===== src/rtl/multicycle_control.sv =====
// Main control FSM for the multicycle MIPS datapath: decodes the opcode and
// sequences fetch/decode/execute/memory/writeback, tolerating wait-stated memory.
module multicycle_control #(
    parameter logic [5:0] OP_RTYPE = 6'h00,
    parameter logic [5:0] OP_LW    = 6'h23,
    parameter logic [5:0] OP_SW    = 6'h2B,
    parameter logic [5:0] OP_BEQ   = 6'h04,
    parameter logic [5:0] OP_J     = 6'h02
) (
    input  logic       clk,
    input  logic       rst_n,
    input  logic [5:0] Op,
    input  logic       mem_ready,
    output logic       PCWrite,
    output logic       PCWriteCond,
    output logic       IorD,
    output logic       MemRead,
    output logic       MemWrite,
    output logic       MemtoReg,
    output logic       IRWrite,
    output logic       ALUSrcA,
    output logic       RegWrite,
    output logic       RegDst,
    output logic [1:0] PCSource,
    output logic [1:0] ALUSrcB,
    output logic [1:0] ALUOp,
    output logic       illegal_op,
    output logic [3:0] state
);

    typedef enum logic [3:0] {
        S_FETCH   = 4'd0,
        S_DECODE  = 4'd1,
        S_MEMADDR = 4'd2,
        S_MEMRD   = 4'd3,
        S_MEMWB   = 4'd4,
        S_MEMWR   = 4'd5,
        S_EXEC    = 4'd6,
        S_RWB     = 4'd7,
        S_BRANCH  = 4'd8,
        S_JUMP    = 4'd9
    } state_t;

    state_t r_state;
    logic   w_op_known;

    assign w_op_known = (Op == OP_RTYPE) || (Op == OP_LW) || (Op == OP_SW) ||
                        (Op == OP_BEQ)   || (Op == OP_J);

    always_ff @(posedge clk or negedge rst_n) begin
        if (!rst_n) begin
            r_state <= S_FETCH;
        end else begin
            case (r_state)
                S_FETCH:   r_state <= mem_ready ? S_DECODE : S_FETCH;
                S_DECODE: begin
                    if ((Op == OP_LW) || (Op == OP_SW)) r_state <= S_MEMADDR;
                    else if (Op == OP_RTYPE)            r_state <= S_EXEC;
                    else if (Op == OP_BEQ)              r_state <= S_BRANCH;
                    else if (Op == OP_J)                r_state <= S_JUMP;
                    else                                r_state <= S_FETCH;
                end
                S_MEMADDR: r_state <= (Op == OP_LW) ? S_MEMRD : S_MEMWR;
                S_MEMRD:   r_state <= mem_ready ? S_MEMWB : S_MEMRD;
                S_MEMWB:   r_state <= S_FETCH;
                S_MEMWR:   r_state <= mem_ready ? S_FETCH : S_MEMWR;
                S_EXEC:    r_state <= S_RWB;
                S_RWB:     r_state <= S_FETCH;
                S_BRANCH:  r_state <= S_FETCH;
                S_JUMP:    r_state <= S_FETCH;
                default:   r_state <= S_FETCH;
            endcase
        end
    end

    // Outputs decode from state only (plus mem_ready in FETCH and Op in DECODE
    // for the illegal flag) and are forced low while reset is held, without an edge.
    always_comb begin
        PCWrite     = 1'b0;
        PCWriteCond = 1'b0;
        IorD        = 1'b0;
        MemRead     = 1'b0;
        MemWrite    = 1'b0;
        MemtoReg    = 1'b0;
        IRWrite     = 1'b0;
        ALUSrcA     = 1'b0;
        RegWrite    = 1'b0;
        RegDst      = 1'b0;
        PCSource    = 2'b00;
        ALUSrcB     = 2'b00;
        ALUOp       = 2'b00;
        illegal_op  = 1'b0;
        state       = 4'd0;
        if (rst_n) begin
            state = r_state;
            case (r_state)
                S_FETCH: begin
                    MemRead = 1'b1;
                    ALUSrcB = 2'b01;
                    IRWrite = mem_ready;
                    PCWrite = mem_ready;
                end
                S_DECODE: begin
                    ALUSrcB    = 2'b11;
                    illegal_op = !w_op_known;
                end
                S_MEMADDR: begin
                    ALUSrcA = 1'b1;
                    ALUSrcB = 2'b10;
                end
                S_MEMRD: begin
                    MemRead = 1'b1;
                    IorD    = 1'b1;
                end
                S_MEMWB: begin
                    MemtoReg = 1'b1;
                    RegWrite = 1'b1;
                end
                S_MEMWR: begin
                    MemWrite = 1'b1;
                    IorD     = 1'b1;
                end
                S_EXEC: begin
                    ALUSrcA = 1'b1;
                    ALUOp   = 2'b10;
                end
                S_RWB: begin
                    RegDst   = 1'b1;
                    RegWrite = 1'b1;
                end
                S_BRANCH: begin
                    ALUSrcA     = 1'b1;
                    ALUOp       = 2'b01;
                    PCWriteCond = 1'b1;
                    PCSource    = 2'b01;
                end
                S_JUMP: begin
                    PCWrite  = 1'b1;
                    PCSource = 2'b10;
                end
                default: illegal_op = 1'b1;
            endcase
        end
    end

endmodule


===== config.mk =====
export PLATFORM = sky130hd
export DESIGN_NAME = multicycle_control
export DESIGN_NICKNAME = d
export VERILOG_FILES = /design/src/rtl/multicycle_control.sv
export SDC_FILE = /design/constraint.sdc
export NUM_CORES = 1
export LEC_CHECK = 0
export ABC_AREA = 1
export BUFFER_PORTS_ARGS = -buffer_cell sky130_fd_sc_hd__buf_2
export CORE_AREA = 2 2 39 41
export CTS_BUF_LIST = sky130_fd_sc_hd__clkbuf_16
export DETAILED_ROUTE_END_ITERATION = 16
export DIE_AREA = 0 0 41 43
export PLACE_DENSITY = 0.69
export SLEW_MARGIN = 0
export SYNTH_ARGS = -nofsm -noshare
export SYNTH_HDL_FRONTEND = slang
export SYNTH_SLANG_ARGS = --single-unit
export TNS_END_PERCENT = 10

===== constraint.sdc =====
create_clock -name clk -period 1.4 [get_ports clk]
set_input_delay 0.21 -clock clk [delete_from_list [all_inputs] [get_ports clk]]
set_output_delay 0.21 -clock clk [all_outputs]
set_load 0.01 [all_outputs]

# Word-level counts from Yosys, hierarchy flattened
# Cells that the tools add are included.
[totals]
elab_cells = 65
regBits = 4
[op_classes]
reduce_logical = 13
n_eq_ne = 13
mux = 38
[op_table]
columns = ["operator", "n"]
rows = [
  ["case mux 4 bit (6 select lines)", 1],
  ["two-way mux 1 bit", 21],
  ["two-way mux 4 bit", 5],
  ["equality test 4 x 3 -> 1 bit, second input constant", 4],
  ["equality test 6 bit, second input constant", 2],
  ["two-way mux 3 bit", 3],
  ["OR reduction 9 bit", 1],
  ["equality test 4 x 2 -> 1 bit, second input constant", 2],
  ["equality test 4 bit, second input constant", 2],
  ["case mux 2 bit (2 select lines)", 2],
  ["equality test 6 x 2 -> 1 bit, second input constant", 1],
  ["equality test 6 x 3 -> 1 bit, second input constant", 1],
  ["logical NOT 6 bit", 1],
  ["two-way mux 2 bit", 3],
  ["case mux 2 bit (3 select lines)", 1],
  ["OR reduction 2 bit", 3],
  ["logical OR 1 bit", 5],
  ["equality test 4 x 1 -> 1 bit, second input constant", 1],
  ["logical NOT 4 bit", 1],
  ["case mux 1 bit (2 select lines)", 2],
  ["OR reduction 3 bit", 1],
  ["logical NOT 1 bit", 1],
]

# Logic depth before layout (Yosys ltp)
# Gate-level depths: netlist (run 1).
[logic_depth]
ltp_word = 8
mapped_depth = 7

# Worst setup path before layout (run 1)
# No wires, ideal clock.
[synth_timing]
path_type = "register -> output"
from = "register r_state[1]"
to = "output PCSource[0]"
slack_ns = 0.129
t_arrival_ns = 1.061
path_buffers = 1
stages_incl_launch_ff = 5
cell_sequence = "dfrtp_1 > nor2_1 > nand2_1 > nor2_1 > buf_4"
[synth_between]
elab_chain_cells = 3
word_cells_on_any_way = 4
[synth_lines]
columns = ["element", "line_no", "text"]
rows = [
  ["from (decl)", "44", "state_t r_state;"],
  ["from (signal assigned)", "55", "S_FETCH: r_state <= mem_ready ? S_DECODE : S_FETCH;"],
  ["from (signal assigned)", "63", "S_MEMADDR: r_state <= (Op == OP_LW) ? S_MEMRD : S_MEMWR;"],
  ["from (signal assigned)", "64", "S_MEMRD: r_state <= mem_ready ? S_MEMWB : S_MEMRD;"],
  ["equality test 4 bit", "96", "case (r_state)"],
  ["case mux 2 bit (2 select lines) (*)", "96", ""],
  ["two-way mux 2 bit (*)", "94", "if (rst_n) begin"],
  ["to (decl)", "24", "output logic [1:0] PCSource,"],
]
# Mark *: on every way between the ends. The rest lies on a longest branch, timed or not.

# Worst setup path in the final report (run 1)
[layout_timing]
from = "register r_state[1]"
to = "output illegal_op"
[layout_between]
elab_chain_cells = 4
word_cells_on_any_way = 13
[layout_lines]
columns = ["element", "line_no", "text"]
rows = [
  ["equality test 4 bit (tied with other cells)", "96", ""],
  ["OR reduction 9 bit (no source line)", "--", ""],
  ["case mux 1 bit (2 select lines) (*)", "96", ""],
  ["two-way mux 1 bit (*)", "94", ""],
  ["to (decl)", "27", "output logic illegal_op,"],
]
# Marks and branches as above.

==> results.py, run 1 <==
metrics = {
    "run": {
        "cap_violations": 0,
    },
    "floorplanning": {
        "die-area_sq_um": 1760,
        "initial_core_util": 0.373,
        "io-pin-count": 30,
        "die-height_microns": 43,
        "die_w_microns": 41,
        "coreArea_sq_um": 1380,
        "fp-row-count": 14,
    },
    "timing": {
        "fin_worst_skew_ns": 0.000884,
        "worst-slew-pin-transition_ns": 0.374,
        "fmax_mhz": 635,
        "post-route-min-period_ns": 1.58,
        "period_share": 1.13,
        "finalSetupViolCount": 10,
        "slew_violations": 0,
        "whs_ns": 0.312,
        "rsz0062_at_grt": "true",
        "slew_headroom": 0.751,
        "fin_ws_ns": -0.175,
        "hold_violations": 0,
    },
    "final_layout": {
        "nFillCells": 144,
        "area_growth_syn_to_layout_pct": 55.8,
        "layout.nets": 141,
        "reg_top3": "r_state: 4 flops",
        "fin_cells": 146,
        "largest_register": "r_state",
        "drive_gt1_frac": 0.415,
        "n_antenna_cell": 0,
        "largest_reg_flops": 4,
    },
    "yosys": {
        "synthesis.nets": 106,
        "yosysUniqueCellTypes": 17,
        "ys_warn_count": 0,
        "postSynthAreaPerCell_sq_um": 5.31,
        "synthesis.area_sq_um": 515,
        "ys_seq_area_frac": 0.194,
        "ys_ff_latch": 4,
        "netlist_instances": 97,
    },
    "drt": {
        "wl_per_cell_microns": 10.1,
        "routed_via_density": 4.86,
        "drt-initial-drc-count": 12,
        "drc": 0,
        "firstDrtPassIters": 4,
        "detail-route-antenna-nets": 0,
        "num_vias": 709,
        "finalWirelength_microns": 1480,
    },
    "critical_path": {
        "rr_startpoint": "r_state[3]",
        "crit_required_ns": 1.19,
        "crit_path_max_incr_delay_ns": 0.45,
        "worstSetupPathType": "reg2out",
        "path_max_fanout": 7,
        "path_cells": "nor2_4, nand2_4, a21oi_2, nand2_1, nor2_1, buf_2",
        "arrival_ns": 1.37,
        "worstSetupStartpointType": "flop",
        "endpoint_kind": "output pin",
        "rr_worst_depth": 6,
        "regToRegSetupSlack_ns": 0.21,
        "cpMaxStageDelayCell": "dfrtp_2",
        "r2r-end": "r_state[0]",
    },
    "grt": {
        "grt_util_all_layers": 0.205,
        "first_global_vias": 629,
        "antenna_found_initial": 0,
        "grt_pass1_wl_microns": 2430,
        "grt_overflow": 0,
        "grt_max_degree": 13,
    },
    "place": {
        "dp.cells": 141,
        "portBuffers": 29,
        "place.gp.congestion": 0.850,
        "dpl_worst_slack_ns": 0.00278,
        "dp_hpwl_microns": 1120,
    },
    "hold_path": {
        "hold_depth": 4,
        "whs_endpoint": "r_state[3]",
        "hold_start": "Op[3]",
        "hold_class": "in2reg",
    },
    "clocking": {
        "root_buffer": "clkbuf_16",
        "tritoncts": "done",
        "ctsHtreeMaxLevel": 1,
        "clk_path_buf_depth": 2,
        "clkTransAtPathRegs_ns": 0.03,
        "clock_sinks": 4,
        "insertion_delay_ns": 0.22,
        "cts-buffers-inserted": 3,
    },
    "outcome": {
        "violations": "negative setup slack",
        "status": "finished, violations left",
    },
    "power": {
        "p_leak_nw": 0.510,
        "ir_worst_vdd_mv": 0.647,
        "p_per_area_nw_per_um2": 930,
    },
}
cells by family after synthesis:
family          Yosys count  synth area share
buf+inv                  22             0.167
flops                     4             0.194
compound gates           12             0.131
simple gates             59             0.507
cell usage in the layout (no fill, tap or decap):
cell	netlist	layout
a21oi_2	1	2
dlygate4sd3_1	0	1
nor2_1	24	22
a21oi_1	8	7
a31oi_1	1	1
inv_2	2	3
o21a_1	1	1
clkbuf_16	0	3
buf_4	1	2
nor2_2	3	3
nand2_1	19	17
nand3_1	8	8
o21ai_0	1	1
buf_2	0	29
inv_1	18	17
or2_0	1	1
nand2_4	0	1
nand2_2	2	3
dfrtp_2	0	4
nor2_4	2	4
worst max path at each step:
| stage | startpoint | to | depth (start not counted) |
|---|---|---|---|
| floorplan | r_state[1] | PCSource[0] | 4 |
| global placement | r_state[2] | illegal_op | 6 |
| detailed placement | r_state[1] | PCWrite | 6 |
| CTS | r_state[3] | illegal_op | 6 |
| global route | r_state[0] | ALUSrcA | 6 |
| finish | r_state[1] | illegal_op | 6 |
timing repair:
action	CTS	global route
hold buffers	1	0
buffers inserted	1	0
pin swaps	3	2
endpoints found under the hold margin	4	0
resized for setup	7	6
setup endpoints to repair	13	15
metrics by stage:
stage	instance area, sq um	total power [mW]	util	TNS (ns)
6_report	803	0.747	0.580	-1.11
5_1_grt	803	0.779	0.580	-1.98
4_1_cts	786	0.737	0.568	-1.05
3_5_place_dp	677	0.280	0.489	0
3_3_place_gp	677	0.277	0.489	0
2_1_floorplan	515	0.223	-	0
layout make-up:
class,count,area [sq um],area share
clock buffer,3,75.1,0.0935
inverter,20,75.1,0.0935
multi-input combinational,71,358,0.445
sequential,4,105,0.131
tap,16,20.0,0.0249
timing repair buffer,32,170,0.212
routing by layer:
metal,GRT usage,part of all wire,vias to the layer above
li1,-,-,358
met3,0.0681,0.047,5
met5,0,0,-
met4,0.113,0.019,0
met1,0.232,0.39,324
met2,0.319,0.54,22
synthesized netlist by cell type:
cell | instances | share of area
nor2_2 | 3 | 0.036
o21ai_0 | 1 | 0.0097
buf_4 | 1 | 0.015
a21oi_2 | 1 | 0.017
inv_2 | 2 | 0.015
dfrtp_1 | 4 | 0.19
nand2_2 | 2 | 0.024
or2_0 | 1 | 0.012
o21a_1 | 1 | 0.015
nand3_1 | 8 | 0.078
a31oi_1 | 1 | 0.012
inv_1 | 18 | 0.13
a21oi_1 | 8 | 0.078
clkbuf_1 | 1 | 0.0073
nor2_4 | 2 | 0.044
nand2_1 | 19 | 0.14
nor2_1 | 24 | 0.17
critical path, delay by kind of cell (launching register included):
family | cells | cell delay, ns
buffers and inverters | 1 | 0.13
and+or+nand+nor | 4 | 0.40
AOI/OAI and AO/OA | 1 | 0.15
DFF | 1 | 0.45
power breakdown:
| part | leakage, nW | internal (mW) | total [mW] | switching [mW] |
|---|---|---|---|---|
| logic | 0.425 | 0.0636 | 0.169 | 0.105 |
| registers | 0.0480 | 0.124 | 0.135 | 0.0113 |
| clock network | 0.0370 | 0.365 | 0.444 | 0.0789 |
| total | 0.510 | 0.552 | 0.747 | 0.195 |
Note: power is estimated with default switching activity, not from simulation.
==> inputs of run 2 (changes only) <==
- CELL_PAD_IN_SITES_DETAIL_PLACEMENT: not set -> 1
- CELL_PAD_IN_SITES_GLOBAL_PLACEMENT: not set -> 1
- CORE_AREA: 2 2 39 41 -> not set
- CORE_MARGIN: not set -> 2
- CORE_UTILIZATION: not set -> 25
- DIE_AREA: 0 0 41 43 -> not set
- PLACE_DENSITY: 0.69 -> 0.72
==> run 2 against run 1 <==
Net effect:
- the run still ends with negative setup slack left
- total power rose by 4.9%
- sequential cell count did not move
- clock-buffer cell count did not move
- setup slack got worse by 0.045 ns
- maximum frequency fell by 2.8%
- core utilization fell by 12 points
- global-route usage fell by 1.6 points
- design area rose by 12%
- clock skew rose by 0.0011 ns
- cell count rose by 10%
- register-to-register slack got worse by 0.08 ns
==> results.py, run 2 (synthesis gave the netlist of run 1 again) <==
metrics = {
    "hold_path": {
        "hold_class": "in2reg",
    },
    "timing": {
        "worst-slew-pin-transition_ns": 0.357,
        "period_share": 1.16,
        "fmax_mhz": 617,
        "hold_violations": 0,
        "post-route-min-period_ns": 1.62,
        "slew_headroom": 0.761,
        "fin_ws_ns": -0.221,
        "fin_tns_setup_ns": -1.48,
        "slew_violations": 0,
        "rsz0062_at_grt": "true",
        "finalSetupViolCount": 14,
        "fin_worst_skew_ns": 0.00201,
    },
    "critical_path": {
        "path_cells": "nor2_4, nand2_2, nor2_4, inv_2, a21oi_2, buf_2",
        "path_max_fanout": 5,
        "crit_path_max_incr_delay_ns": 0.44,
        "cp_common_cell": "nor2_4",
        "arrival_ns": 1.41,
        "worstSetupStartpointType": "flop",
        "crit_required_ns": 1.19,
        "cpMaxStageDelayCell": "dfrtp_2",
        "worstSetupPathType": "reg2out",
        "endpoint_kind": "output pin",
    },
    "clocking": {
        "clkTransAtPathRegs_ns": 0.03,
        "root_buffer": "clkbuf_16",
        "ctsHtreeMaxLevel": 1,
        "clk_path_buf_depth": 2,
        "tritoncts": "done",
        "insertion_delay_ns": 0.23,
        "clock_sinks": 4,
        "cts-buffers-inserted": 3,
    },
    "place": {
        "dp_hpwl_microns": 1570,
        "dp.cells": 155,
        "portBuffers": 29,
        "place.gp.congestion": 0.822,
        "dpl_worst_slack_ns": -0.0551,
        "postPlaceCellArea_sq_um": 713,
    },
    "final_layout": {
        "final_common_cell": "buf_2",
        "layout_common_cells": "28 x buf_2, 20 x nor2_1, 16 x inv_1",
        "n_antenna_cell": 0,
        "largest_register": "r_state",
        "fin_cells": 161,
        "layout.nets": 145,
        "reg_top3": "r_state: 4 flops",
        "drive_gt1_frac": 0.500,
        "fin_area_sq_um": 901,
        "area_growth_syn_to_layout_pct": 74.8,
        "largest_reg_flops": 4,
    },
    "drt": {
        "detail-route-antenna-nets": 0,
        "routed_via_density": 4.57,
        "drt-initial-drc-count": 1,
        "drc": 0,
        "finalWirelength_microns": 2160,
        "wl_per_cell_microns": 13.4,
        "firstDrtPassIters": 3,
        "num_vias": 735,
    },
    "power": {
        "power_switching_mw": 0.215,
        "p_total_mw": 0.784,
        "p_comb_frac": 0.258,
        "p_int_mw": 0.569,
        "p_leak_nw": 0.535,
        "sequentialPowerShare": 0.173,
        "p_clk_frac": 0.569,
        "swShare": 0.274,
        "ir_worst_vdd_mv": 0.577,
        "p_per_area_nw_per_um2": 870,
    },
    "floorplanning": {
        "initial_core_util": 0.263,
        "coreArea_sq_um": 1960,
        "die-area_sq_um": 2440,
        "die_w_microns": 49.4,
        "die-height_microns": 49.4,
        "fp-row-count": 16,
        "io-pin-count": 30,
    },
    "grt": {
        "grt_overflow": 0,
        "first_global_vias": 776,
        "grt_pass1_wl_microns": 3530,
        "antenna_found_initial": 0,
        "grt_max_degree": 9,
        "grt_util_all_layers": 0.189,
    },
    "run": {
        "cap_violations": 0,
    },
    "outcome": {
        "status": "finished, violations left",
        "violations": "negative setup slack",
    },
}
[run 2: changes by cell type in the layout (fill, tap and decap cells not counted), moves of 2 or more]
| cell | before | now |
|---|---|---|
| buf_6 | 0 | 2 |
| nand2_2 | 3 | 6 |
| nor2_1 | 22 | 20 |
| buf_4 | 2 | 5 |
| nand2_1 | 17 | 13 |
[run 2: worst paths after layout]
check,start,cells after the start,slack [ns],to
setup reg to reg,r_state[2],6,0.13,r_state[0]
hold reg to reg,r_state[3],4,0.79,r_state[3]
hold / removal,Op[3],4,0.34,r_state[3]
min in group asynchronous,rst_n,2,0.44,r_state[1]
max in group asynchronous,rst_n,2,0.77,r_state[3]
setup / recovery,r_state[2],6,-0.22,PCWrite
[run 2: worst max-delay path: cells and delay by family (launching register included)]
kind | cells | cell delay (ns)
buffers and inverters | 2 | 0.20
AND/OR/NAND/NOR | 3 | 0.41
AO/OA/AOI/OAI | 1 | 0.12
flip-flops | 1 | 0.44
[run 2: area by class of cell]
| type | count | area [sq um] |
|---|---|---|
| clock buffers | 3 | 75.1 |
| fillers | 278 | 1060 |
| inverters | 20 | 75.1 |
| multi-input cells | 71 | 402 |
| flip-flops and latches | 4 | 105 |
| well taps | 27 | 33.8 |
| repair buffers | 36 | 210 |
[run 2: routing by layer]
layer	vias up	wire, microns	track usage
met2	27	1180	0.358
met3	8	99	0.0368
li1	369	-	-
met1	331	790	0.195
met5	-	0	0
met4	0	90	0.0926
[run 2: timing repair]
item | 4_1_cts | 5_1_grt
setup endpoints to repair | 16 | 17
hold buffers | 1 | 0
setup buffers | 2 | 0
gates resized for setup | 19 | 8
pin swaps | 5 | 2
hold endpoints to repair | 4 | 0
[run 2: power by group through the flow]
stage / sequential [mW] / clock [mW] / combinational [mW]
6_report: 0.135 / 0.446 / 0.202
5_1_grt: 0.136 / 0.456 / 0.224
3_3_place_gp: 0.131 / 0 / 0.157
3_5_place_dp: 0.132 / 0 / 0.165
2_1_floorplan: 0.130 / 0 / 0.0939
4_1_cts: 0.135 / 0.452 / 0.193
[run 2: metrics by stage]
step	hold slack (ns)	utilization
floorplan	-0.0856	-
global placement	0.0468	0.364
detailed placement	0.0503	0.364
CTS	0.344	0.447
global route	0.375	0.459
finish	0.342	0.459
==> inputs of run 3 (changes only) <==
- GPL_TIMING_DRIVEN: not set -> 0
- TNS_END_PERCENT: 10 -> not set
==> run 3 against run 2 <==
Net effect:
- register-to-register slack got worse by 0.10 ns
- core utilization rose by 2.6 points
- total power increased by 3.8%
- global-route usage down 0.77 points
- critical endpoint is now MemRead
- combinational power is 16% higher
- wire length down 11%
- clock-buffer cell count unchanged
- sequential power is essentially flat
- critical path depth fell by 1
- the flow still finishes with violations (negative setup slack)
- clock skew is 0.0019 ns lower
==> results.py, run 3 (synthesis gave the netlist of run 1 again) <==
metrics = {
    "grt": {
        "antenna_found_initial": 0,
        "grt_pass1_wl_microns": 3400,
        "grt_overflow": 0,
        "grt_max_degree": 11,
        "first_global_vias": 769,
        "grt_util_all_layers": 0.181,
    },
    "clocking": {
        "insertion_delay_ns": 0.22,
        "clkTransAtPathRegs_ns": 0.03,
        "clk_path_buf_depth": 2,
        "clock_sinks": 4,
        "cts-buffers-inserted": 3,
        "ctsHtreeMaxLevel": 1,
        "root_buffer": "clkbuf_16",
        "tritoncts": "done",
    },
    "floorplanning": {
        "io-pin-count": 30,
        "die-area_sq_um": 2440,
        "initial_core_util": 0.263,
        "die_w_microns": 49.4,
        "coreArea_sq_um": 1960,
        "fp-row-count": 16,
        "die-height_microns": 49.4,
    },
    "place": {
        "portBuffers": 29,
        "postPlaceCellArea_sq_um": 694,
        "place.gp.congestion": 0.747,
        "dp_hpwl_microns": 1400,
        "dp.cells": 153,
    },
    "timing": {
        "finalSetupViolCount": 12,
        "fmax_mhz": 621,
        "worst-slew-pin-transition_ns": 0.477,
        "fin_worst_skew_ns": 0.000116,
        "post-route-min-period_ns": 1.61,
        "rsz0062_at_grt": "true",
        "whs_ns": 0.355,
        "slew_headroom": 0.682,
        "slew_violations": 0,
        "fin_ws_ns": -0.210,
        "hold_violations": 0,
        "period_share": 1.15,
    },
    "drt": {
        "drt-initial-drc-count": 6,
        "top_layer": "met4",
        "wl_met2_microns": 1040,
        "wl_met1_microns": 778,
        "firstDrtPassIters": 4,
        "routed_via_density": 4.57,
        "finalWirelength_microns": 1920,
        "wl_per_cell_microns": 11.5,
        "detail-route-antenna-nets": 0,
        "drc": 0,
        "num_vias": 763,
        "route.met3.wl_microns": 64,
    },
    "hold_path": {
        "hold_start": "Op[3]",
        "hold_class": "in2reg",
    },
    "final_layout": {
        "drive_gt1_frac": 0.550,
        "layout.nets": 151,
        "area_growth_syn_to_layout_pct": 84.5,
        "utilization": 0.485,
        "nFillCells": 283,
        "final_common_cell": "buf_2",
        "largest_reg_flops": 4,
        "n_antenna_cell": 0,
        "layout_common_cells": "29 x buf_2, 18 x nor2_1, 16 x inv_1",
        "fin_cells": 167,
        "largest_register": "r_state",
        "reg_top3": "r_state: 4 flops",
        "fin_area_sq_um": 951,
    },
    "critical_path": {
        "crit_required_ns": 1.19,
        "cpMaxStageDelayCell": "dfrtp_2",
        "arrival_ns": 1.40,
        "path_max_fanout": 5,
        "endpoint_kind": "output pin",
        "path_cells": "nor2_4, nand2_2, buf_6, a21oi_1, buf_2",
        "worstSetupStartpointType": "flop",
        "rr_startpoint": "r_state[0]",
        "worstSetupPathType": "reg2out",
        "startpoint": "r_state[2]",
        "crit_path_max_incr_delay_ns": 0.44,
    },
    "outcome": {
        "status": "finished, violations left",
        "violations": "negative setup slack",
    },
    "power": {
        "p_per_area_nw_per_um2": 856,
        "ir_worst_vdd_mv": 0.515,
        "p_leak_nw": 0.557,
    },
    "run": {
        "cap_violations": 0,
    },
}
## run 3: changes by cell type in the layout (fill, tap and decap cells not counted), moves of 2 or more
cell,before,now
buf_4,5,8
nand2_1,13,11
nand2_2,6,8
nor2_1,20,18
nor2_2,4,6
## run 3: cell type report
type | instances | area, sq um | area share
sequential | 4 | 105 | 0.111
tap | 27 | 33.8 | 0.0355
buffer | 2 | 11.3 | 0.0118
timing repair buffer | 40 | 241 | 0.254
clock buffer | 3 | 75.1 | 0.0789
inverter | 20 | 77.6 | 0.0816
multi-input combinational | 71 | 407 | 0.428
## run 3: metal layers
metal / global-route usage / vias to the layer above
li1: - / 380
met1: 0.193 / 352
met2: 0.333 / 25
met3: 0.0429 / 6
met4: 0.0833 / 0
met5: 0 / -
## run 3: power breakdown
part	internal, mW	leakage (nW)	switching [mW]	total [mW]
registers	0.124	0.0480	0.0116	0.135
logic	0.106	0.472	0.129	0.235
clock network	0.365	0.0370	0.0786	0.443
total	0.594	0.557	0.219	0.814
## run 3: worst paths after layout
path / to / slack, ns / cells past startpoint
hold / removal: r_state[3] / 0.35 / 4
hold reg to reg: r_state[1] / 0.81 / 4
min in group asynchronous: r_state[0] / 0.43 / 2
max in group asynchronous: r_state[3] / 0.78 / 2
setup / recovery: MemRead / -0.21 / 5
setup reg to reg: r_state[2] / 0.03 / 7
## run 3: through the flow
step	TNS, ns	setup WS, ns	total power, mW
finish	-1.61	-0.210	0.814
global route	-2.78	-0.277	0.858
CTS	-1.47	-0.179	0.794
detailed placement	-0.113	-0.0576	0.283
global placement	-0.0307	-0.0267	0.278
floorplan	0	0.129	0.223
## run 3: repair_timing
| item | 4_1_cts | 5_1_grt |
|---|---|---|
| endpoints found under the setup margin | 14 | 17 |
| resized for setup | 23 | 11 |
| pin swaps | 11 | 5 |
| hold endpoints to repair | 4 | 4 |
| buffers inserted | 8 | 3 |
## run 3: critical path, delay by kind of cell, from the launching register on
family	cells	cell delay, ns
compound gates	1	0.13
flops	1	0.44
simple gates	2	0.31
buf+inv	2	0.28
